$ cat src/rtl/r200memarb_pkg.sv
//------------------------------------------------------------------------------
// r200memarb_pkg
//   Shared encodings and defaults for the r200 unified-memory arbiter.
//   Revision: 1.0
//------------------------------------------------------------------------------
`default_nettype none

`ifndef R200_CPU_VH
`define R200_CPU_VH
`define R200_ST_IDLE    2'd0
`define R200_ST_BUSY_I  2'd1
`define R200_ST_BUSY_D  2'd2
`define R200_STARVE_MAX 4
`define R200_TIMEOUT    64
`endif

package r200memarb_pkg;

    localparam logic [1:0] c_st_idle   = `R200_ST_IDLE;
    localparam logic [1:0] c_st_busy_i = `R200_ST_BUSY_I;
    localparam logic [1:0] c_st_busy_d = `R200_ST_BUSY_D;

endpackage

`default_nettype wire

$ cat src/rtl/r200memarb_wdog.sv
//------------------------------------------------------------------------------
// r200memarb_wdog
//   8-bit watchdog; expire fires on the TIMEOUT-th enabled cycle after clr.
//   Revision: 1.0
//------------------------------------------------------------------------------
`default_nettype none

module r200memarb_wdog #(
    parameter int unsigned TIMEOUT = `R200_TIMEOUT
) (
    input  logic clk,
    input  logic rst,
    input  logic clr,
    input  logic en,
    output logic expire
);

    localparam logic [7:0] c_last = 8'(TIMEOUT - 1);

    logic [7:0] r_wcnt;

    always_ff @(posedge clk or negedge rst) begin
        if (!rst) begin
            r_wcnt <= '0;
        end else if (clr) begin
            r_wcnt <= '0;
        end else if (en) begin
            r_wcnt <= r_wcnt + 8'd1;
        end
    end

    assign expire = en && (r_wcnt == c_last);

endmodule

`default_nettype wire

$ cat src/rtl/r200memarb.sv
//------------------------------------------------------------------------------
// r200memarb
//   Shares one single-ported memory between fetch and data requesters.
//   Revision: 1.0
//------------------------------------------------------------------------------
`default_nettype none

module r200memarb
    import r200memarb_pkg::*;
#(
    parameter int unsigned STARVE_MAX = `R200_STARVE_MAX,
    parameter int unsigned TIMEOUT    = `R200_TIMEOUT
) (
    input  logic        clk,
    input  logic        rst,
    input  logic        if_req,
    input  logic [31:0] if_addr,
    output logic        if_ready,
    output logic [31:0] if_rdata,
    input  logic        d_req,
    input  logic        d_we,
    input  logic [31:0] d_addr,
    input  logic [31:0] d_wdata,
    output logic        d_ready,
    output logic [31:0] d_rdata,
    output logic        m_req,
    output logic        m_we,
    output logic [31:0] m_addr,
    output logic [31:0] m_wdata,
    input  logic [31:0] m_rdata,
    input  logic        m_ack,
    output logic        err
);

    localparam logic [3:0] c_starve_max = 4'(STARVE_MAX);

    logic [1:0]  r_state;
    logic [1:0]  w_state_nxt;
    logic [3:0]  r_streak;
    logic        r_m_req;
    logic        r_m_we;
    logic [31:0] r_m_addr;
    logic [31:0] r_m_wdata;
    logic        r_err;
    logic        w_grant_i;
    logic        w_grant_d;
    logic        w_busy;
    logic        w_done;
    logic        w_expire;

    assign w_busy = (r_state == c_st_busy_i) || (r_state == c_st_busy_d);
    // Ack gates the watchdog enable, so an ack in the expiry cycle wins.
    assign w_done = w_busy && (m_ack || w_expire);

    r200memarb_wdog #(
        .TIMEOUT (TIMEOUT)
    ) u_wdog (
        .clk    (clk),
        .rst    (rst),
        .clr    (w_grant_i | w_grant_d),
        .en     (w_busy & ~m_ack),
        .expire (w_expire)
    );

    always_comb begin
        w_state_nxt = r_state;
        w_grant_i   = 1'b0;
        w_grant_d   = 1'b0;
        case (r_state)
            c_st_idle: begin
                if (d_req && (!if_req || (r_streak != c_starve_max))) begin
                    w_grant_d   = 1'b1;
                    w_state_nxt = c_st_busy_d;
                end else if (if_req) begin
                    w_grant_i   = 1'b1;
                    w_state_nxt = c_st_busy_i;
                end
            end
            c_st_busy_i, c_st_busy_d: begin
                if (w_done) begin
                    w_state_nxt = c_st_idle;
                end
            end
            default: w_state_nxt = c_st_idle;
        endcase
    end

    always_ff @(posedge clk or negedge rst) begin
        if (!rst) begin
            r_state   <= c_st_idle;
            r_streak  <= '0;
            r_m_req   <= 1'b0;
            r_m_we    <= 1'b0;
            r_m_addr  <= '0;
            r_m_wdata <= '0;
            r_err     <= 1'b0;
        end else begin
            r_state <= w_state_nxt;
            if (w_grant_i) begin
                r_m_req   <= 1'b1;
                r_m_we    <= 1'b0;
                r_m_addr  <= if_addr;
                r_m_wdata <= '0;
                r_streak  <= '0;
            end else if (w_grant_d) begin
                r_m_req   <= 1'b1;
                r_m_we    <= d_we;
                r_m_addr  <= d_addr;
                r_m_wdata <= d_wdata;
                if (if_req && (r_streak != c_starve_max)) begin
                    r_streak <= r_streak + 4'd1;
                end
            end else if (w_done) begin
                r_m_req <= 1'b0;
                r_m_we  <= 1'b0;
            end
            if (w_expire) begin
                r_err <= 1'b1;
            end
        end
    end

    assign if_ready = (r_state == c_st_busy_i) && w_done;
    assign d_ready  = (r_state == c_st_busy_d) && w_done;
    assign if_rdata = (if_ready && m_ack) ? m_rdata : '0;
    assign d_rdata  = (d_ready && m_ack) ? m_rdata : '0;

    assign m_req   = r_m_req;
    assign m_we    = r_m_we;
    assign m_addr  = r_m_addr;
    assign m_wdata = r_m_wdata;
    assign err     = r_err;

endmodule

`default_nettype wire

$ cat config.mk
export PLATFORM = sky130hd
export DESIGN_NAME = r200memarb
export DESIGN_NICKNAME = d
export VERILOG_FILES = /design/src/rtl/r200memarb_pkg.sv /design/src/rtl/r200memarb_wdog.sv /design/src/rtl/r200memarb.sv
export SDC_FILE = /design/constraint.sdc
export NUM_CORES = 1
export LEC_CHECK = 0
export CAP_MARGIN = 20
export CORE_AREA = 2 2 103 105
export CTS_BUF_LIST = sky130_fd_sc_hd__clkbuf_8
export DETAILED_ROUTE_END_ITERATION = 6
export DIE_AREA = 0 0 105 107
export PLACE_DENSITY = 0.87
export SYNTH_ARGS = -nofsm -noshare
export SYNTH_HDL_FRONTEND = slang
export SYNTH_SLANG_ARGS = --single-unit
$ cat constraint.sdc
create_clock -name clk -period 5.2 [get_ports clk]
set_input_delay 1.3 -clock clk [delete_from_list [all_inputs] [get_ports clk]]
set_output_delay 1.3 -clock clk [all_outputs]
set_load 0.05 [all_outputs]
Yosys cells after proc, flatten, opt, wreduce, memory -nomap -nowiden

Cells that the tools add are included.

Bits in registers: 81
Input bits: 134
Word-level logic and storage cells: 64

Reduce and logical (&&, ||, !) cells: 20
Equal/unequal tests: 6
$add $sub $neg: 2
Bitwise operators: 3
Muxes and demuxes: 25

Operator list:

| operator                                       | number |
|---|---|
| two-way mux 32 bit                             | 6 |
| two-way mux 8 bit                              | 2 |
| two-way mux 4 bit                              | 3 |
| two-way mux 1 bit                              | 10 |
| adder 8 x 1 -> 8 bit (second input constant)   | 1 |
| == test 8 x 6 -> 1 bit (second input constant) | 1 |
| logical AND 1 bit                              | 8 |
| two-way mux 2 bit                              | 3 |
| nonzero test 2 bit                             | 3 |
| adder 4 x 1 -> 4 bit (second input constant)   | 1 |
| != test 4 x 3 -> 1 bit (second input constant) | 1 |
| one-hot mux 2 bit (2 select lines)             | 1 |
| AND reduction 2 bit                            | 2 |
| logical OR 1 bit                               | 3 |
| != test 3 bit (second input constant)          | 1 |
| nonzero test 3 bit                             | 1 |
| == test 2 x 1 -> 1 bit (second input constant) | 1 |
| == test 2 bit (second input constant)          | 1 |
| logical NOT 2 bit                              | 1 |
| != test 2 bit (second input constant)          | 1 |
| OR reduction 2 bit                             | 1 |
| bitwise AND 1 bit                              | 1 |
| logical NOT 1 bit                              | 1 |
| NOT 1 bit                                      | 1 |
| OR 1 bit                                       | 1 |

Longest topological paths before layout

Depth after elaboration: 9
Gate-level depth with buffers: 7

By module

From an unflattened synthesis, not the netlist that was laid out.

Cell total of the unflattened synthesis: 395
Area total of the unflattened synthesis: 4135.2 um2

By module, submodules not included:

| module          | times used | area each (um2) | cells an instance | sequential area each (um2) |
|---|---|---|---|---|
| r200memarb      | 1          | 3748.6          | 357               | 1826.8 |
| r200memarb_wdog | 1          | 386.6           | 38                | 200.2 |

Worst setup path before layout

OpenSTA, ideal clock, no wires.

Path type: input -> output
Start: input port m_ack
End: output port if_rdata[10]
Stages on the path: 4
Setup slack: 1.491 ns
Arrival: 2.409 ns
Cell sequence: clkbuf_1 and3_1 clkbuf_1 and2_1

Cells in the longest elaborated chain, start to end: 8

Ends and longest elaborated chain:

| what                 | RTL line              | source |
|---|---|---|
| from (decl)          | r200memarb.sv:31      | `input logic m_ack,` |
| NOT 1 bit            | r200memarb.sv:61      | `.en (w_busy & ~m_ack),` |
| bitwise AND 1 bit    | r200memarb.sv:61      |  |
| logical AND 1 bit    | r200memarb_wdog.sv:32 | `assign expire = en && (r_wcnt == c_last);` |
| logical OR 1 bit     | r200memarb.sv:53      | `assign w_done = w_busy && (m_ack \|\| w_expire);` |
| logical AND 1 bit    | r200memarb.sv:53      |  |
| logical AND 1 bit    | r200memarb.sv:123     | `assign if_ready = (r_state == c_st_busy_i) && w_done;` |
| logical AND 1 bit *  | r200memarb.sv:125     | `assign if_rdata = (if_ready && m_ack) ? m_rdata : '0;` |
| two-way mux 32 bit * | r200memarb.sv:125     |  |
| to (decl)            | r200memarb.sv:19      | `output logic [31:0] if_rdata,` |

Mark *: on every way between the ends. The rest lies on a longest branch, timed or not.

Worst setup path in the final report

Start: input port m_ack
End: output port d_rdata[4]

Cells in the longest elaborated chain, start to end: 8

Ends and longest elaborated chain:

| what                 | RTL line              | source |
|---|---|---|
| NOT 1 bit            | r200memarb.sv:61      |  |
| bitwise AND 1 bit    | r200memarb.sv:61      |  |
| logical AND 1 bit    | r200memarb_wdog.sv:32 |  |
| logical OR 1 bit     | r200memarb.sv:53      |  |
| logical AND 1 bit    | r200memarb.sv:53      |  |
| logical AND 1 bit    | r200memarb.sv:124     | `assign d_ready = (r_state == c_st_busy_d) && w_done;` |
| logical AND 1 bit *  | r200memarb.sv:126     | `assign d_rdata = (d_ready && m_ack) ? m_rdata : '0;` |
| two-way mux 32 bit * | r200memarb.sv:126     |  |
| to (decl)            | r200memarb.sv:25      | `output logic [31:0] d_rdata,` |

Marks and branches as above.

==> qor.csv <==
stage,metric,value,unit
setup_path,critPathLaunchType,input port,
timing,slew_headroom,45.9,%
grt,busiest_layer,met2,
clock_network,cts_made_buffers,9,
layout,nets,746,
min_path,whs_endpoint,err,
synth,synth.avg_cell_area,11.1,um2
setup_path,cp_cell_sequence,clkdlybuf4s50_1 > buf_4 > and3_1 > clkdlybuf4s50_1,
setup_path,path_delay_family,buffers and inverters,
setup_path,crit_buf_inv,3,
synth,synth_fa_ha_area_share,1.90,%
power,power_frac_seq,25.2,%
power,p_clk_share,12.8,%
grt,first_global_vias,3892,
layout,fin_cells,747,
synth,yosys.area_share.simple,21.1,%
synth,synthMuxAreaShare,0.254,%
power,swShare,48.5,%
grt,grt_util_all_layers,22.9,%
synth,synth_top_family_by_area,simple AND/OR/NAND/NOR gates,
timing,fin_ws,0.656,ns
floorplan,die_y,107,um
min_path,hold_class,reg2reg,
synth,async_flop_share,100,%
floorplan,die_w,105,um
drt,first_pass_iters,4,
synth,yosysTopAreaCell,dfrtp_1,
place,io_buffers,266,
setup_path,critPathCaptureType,output port,
timing,finClkSkew,0.0102,ns
clock_network,cts_sinks,81,
synth,synth_area_leaders,"dfrtp_1, and2_1, a221o_1",
timing,setup_viol,0,
floorplan,num_rows,37,
clock_network,path_clk_slew,0.08,ns
setup_path,reg2reg_to,u_wdog.r_wcnt[7],
place,placed_area,0.00697,mm2
timing,rsz0062_at_grt,no,
floorplan,core_area,0.0101,mm2
place,pre_cts_slack,0.646,ns
job,max_cap_viol_count,0,
synth,synth-edff-count,0,
synth,syn_area,0.00395,mm2
power,power.internal,2.23,mW
layout,n_antenna_cell,0,
timing,tightest_slew,0.811,ns
drt,dr_total_vias,3875,
min_path,worstHoldStart,err,
setup_path,crit_top_cell,clkdlybuf4s50_1,
synth,synth_compound_area_share,20.1,%
setup_path,slowest_stage,clkdlybuf4s50_1,
synth,yosysWarnings,0,
drt,wl_per_cell,17.9,um
setup_path,rr_worst_depth,5,
grt,met1_usage,27.4,%
drt,drc,0,
layout,syn_to_final_growth,83.5,%
synth,synth_xor_area_share,0.444,%
drt,routed_wl,13400,um
drt,vias_per_cell,5.19,
timing,fmax,0.220,GHz
drt,drt_iter0_markers,235,
timing,hold_viol_final,0,
layout,layout_common_cells,"clkdlybuf4s50_1, dfrtp_1, and2_1, and3_1",
power,power_switching,2.11,mW
synth,synth_top_area_share,51.4,%
layout,layout_commonest_cell,clkdlybuf4s50_1,
place,place_inst,730,
synth,synth-seq-area-share,51.4,%
floorplan,io_pins,267,
floorplan,fp.dieArea,0.0112,mm2
clock_network,clockRootBuffer,clkbuf_8,
clock_network,cts_tree,built,
synth,synth-seq-cells,81,
timing,tns,0,ns
min_path,min_path_cells,1,
setup_path,cp_max_fo,34,
synth,synth_nets,497,
clock_network,cts_buffer_depth,2,
power,ir_drop,0.375,mV
setup_path,critPathRequiredTime,3.90,ns
layout,layout-drive-gt1-share,9.33,%
timing,fin_crit,4.54,ns
synth,ys.flop_type,dfrtp_1,
grt,antenna_found_initial,0,
timing,hold_ws,0.475,ns
setup_path,r2r-start,r_state[1],
grt,grtUsageMet3,6.20,%
setup_path,cp-startpoint,m_ack,
clock_network,cts_setup_buffers,0,
power,powerDensity,600,mW/mm2
setup_path,reg2reg_slack,3.18,ns
setup_path,critical_path_class,in2out,
timing,drv_slew,0,
grt,use_met2,40.1,%
floorplan,initial_core_util,39.1,%
layout,fin_area,0.00724,mm2
clock_network,htree_levels,3,
grt,grt_max_degree,82,
power,combPwrFrac,62.1,%
timing,post-route-period-util,87.4,%
clock_network,cts_hold_buffers,0,
status,run_status,"finished, final reports clean",
clock_network,clk-insertion-delay-late,0.35,ns
synth,synth.distinct_cells,36,
synth,synthCells,357,
clock_network,cts.repair.resized,0,
place,routabilityCongestion,0.994,
drt,postRouteAntennaNets,0,
setup_path,arrival,3.24,ns
power,leakage,3.14,nW
place,dp_hpwl,9950,um
grt,overflow,0,
grt,grt_pass1_wl,20200,um
setup_path,cp_slowest_stage_delay,0.84,ns
final cells by class:
class / instances / area (um2)
fillers: 751 / 2850
clock buffers: 9 / 124
repair buffers: 270 / 3030
flip-flops and latches: 81 / 2030
clock inverters: 7 / 119
multi-input cells: 237 / 1740
well taps: 136 / 170
inverters: 7 / 26.3
layer usage:
layer,share of wire [%],vias to the layer above
li1,-,1817
met1,39,1854
met2,52,181
met3,7.3,23
met4,2.0,0
met5,0,-
kinds of logic after synthesis:
logic type	Yosys count
xor+xnor	2
simple gates	135
mux	1
compound gates	93
fa+ha+maj	6
buf+inv	39
flops	81
state kept, by name, summed over array words and instances, names as in the netlist:
name           flops
m_req              1
err                1
r_streak           4
m_we               1
m_wdata           32
m_addr            32
u_wdog.r_wcnt      8
r_state            2
worst max-delay path by stage:
stage | to | slack (ns) | depth (start not counted)
after global routing | d_rdata[4] | 0.59 | 4
after detailed placement | d_rdata[4] | 0.65 | 4
after floorplan | if_rdata[10] | 1.49 | 4
after global placement | d_rdata[12] | 0.77 | 4
after CTS | d_rdata[4] | 0.65 | 4
final | d_rdata[4] | 0.66 | 4
metrics by stage:
step	utilization [%]	power, mW
floorplan	-	2.86
global placement	69.1	3.73
global route	71.7	4.54
detailed placement	69.1	3.80
finish	71.7	4.34
CTS	71.5	4.37
synth_stat cells, types with 2 or more instances:
| master | count |
|---|---|
| o221ai_1 | 2 |
| or3_1 | 4 |
| a21o_1 | 2 |
| inv_1 | 7 |
| nor2_1 | 5 |
| and3_1 | 33 |
| dfrtp_1 | 81 |
| and2_1 | 64 |
| o211a_1 | 2 |
| o211ai_1 | 3 |
| buf_2 | 11 |
| buf_6 | 4 |
| o21ai_0 | 7 |
| clkbuf_1 | 17 |
| nand3b_1 | 3 |
| nor2b_1 | 2 |
| ha_1 | 6 |
| nand2_1 | 10 |
| o31ai_1 | 2 |
| a21oi_1 | 6 |
| a221o_1 | 32 |
| nand4_1 | 5 |
| a22o_1 | 32 |
| nand3_1 | 5 |
power by group through the flow:
| stage | Clock [mW] | Combinational, mW | Sequential [mW] |
|---|---|---|---|
| 2_1_floorplan | 0 | 0.883 | 1.97 |
| 3_3_place_gp | 0 | 2.65 | 1.08 |
| 3_5_place_dp | 0 | 2.71 | 1.09 |
| 4_1_cts | 0.565 | 2.72 | 1.09 |
| 5_1_grt | 0.594 | 2.81 | 1.13 |
| 6_report | 0.554 | 2.70 | 1.09 |
No activity file was read; power rests on OpenSTA's default activity.
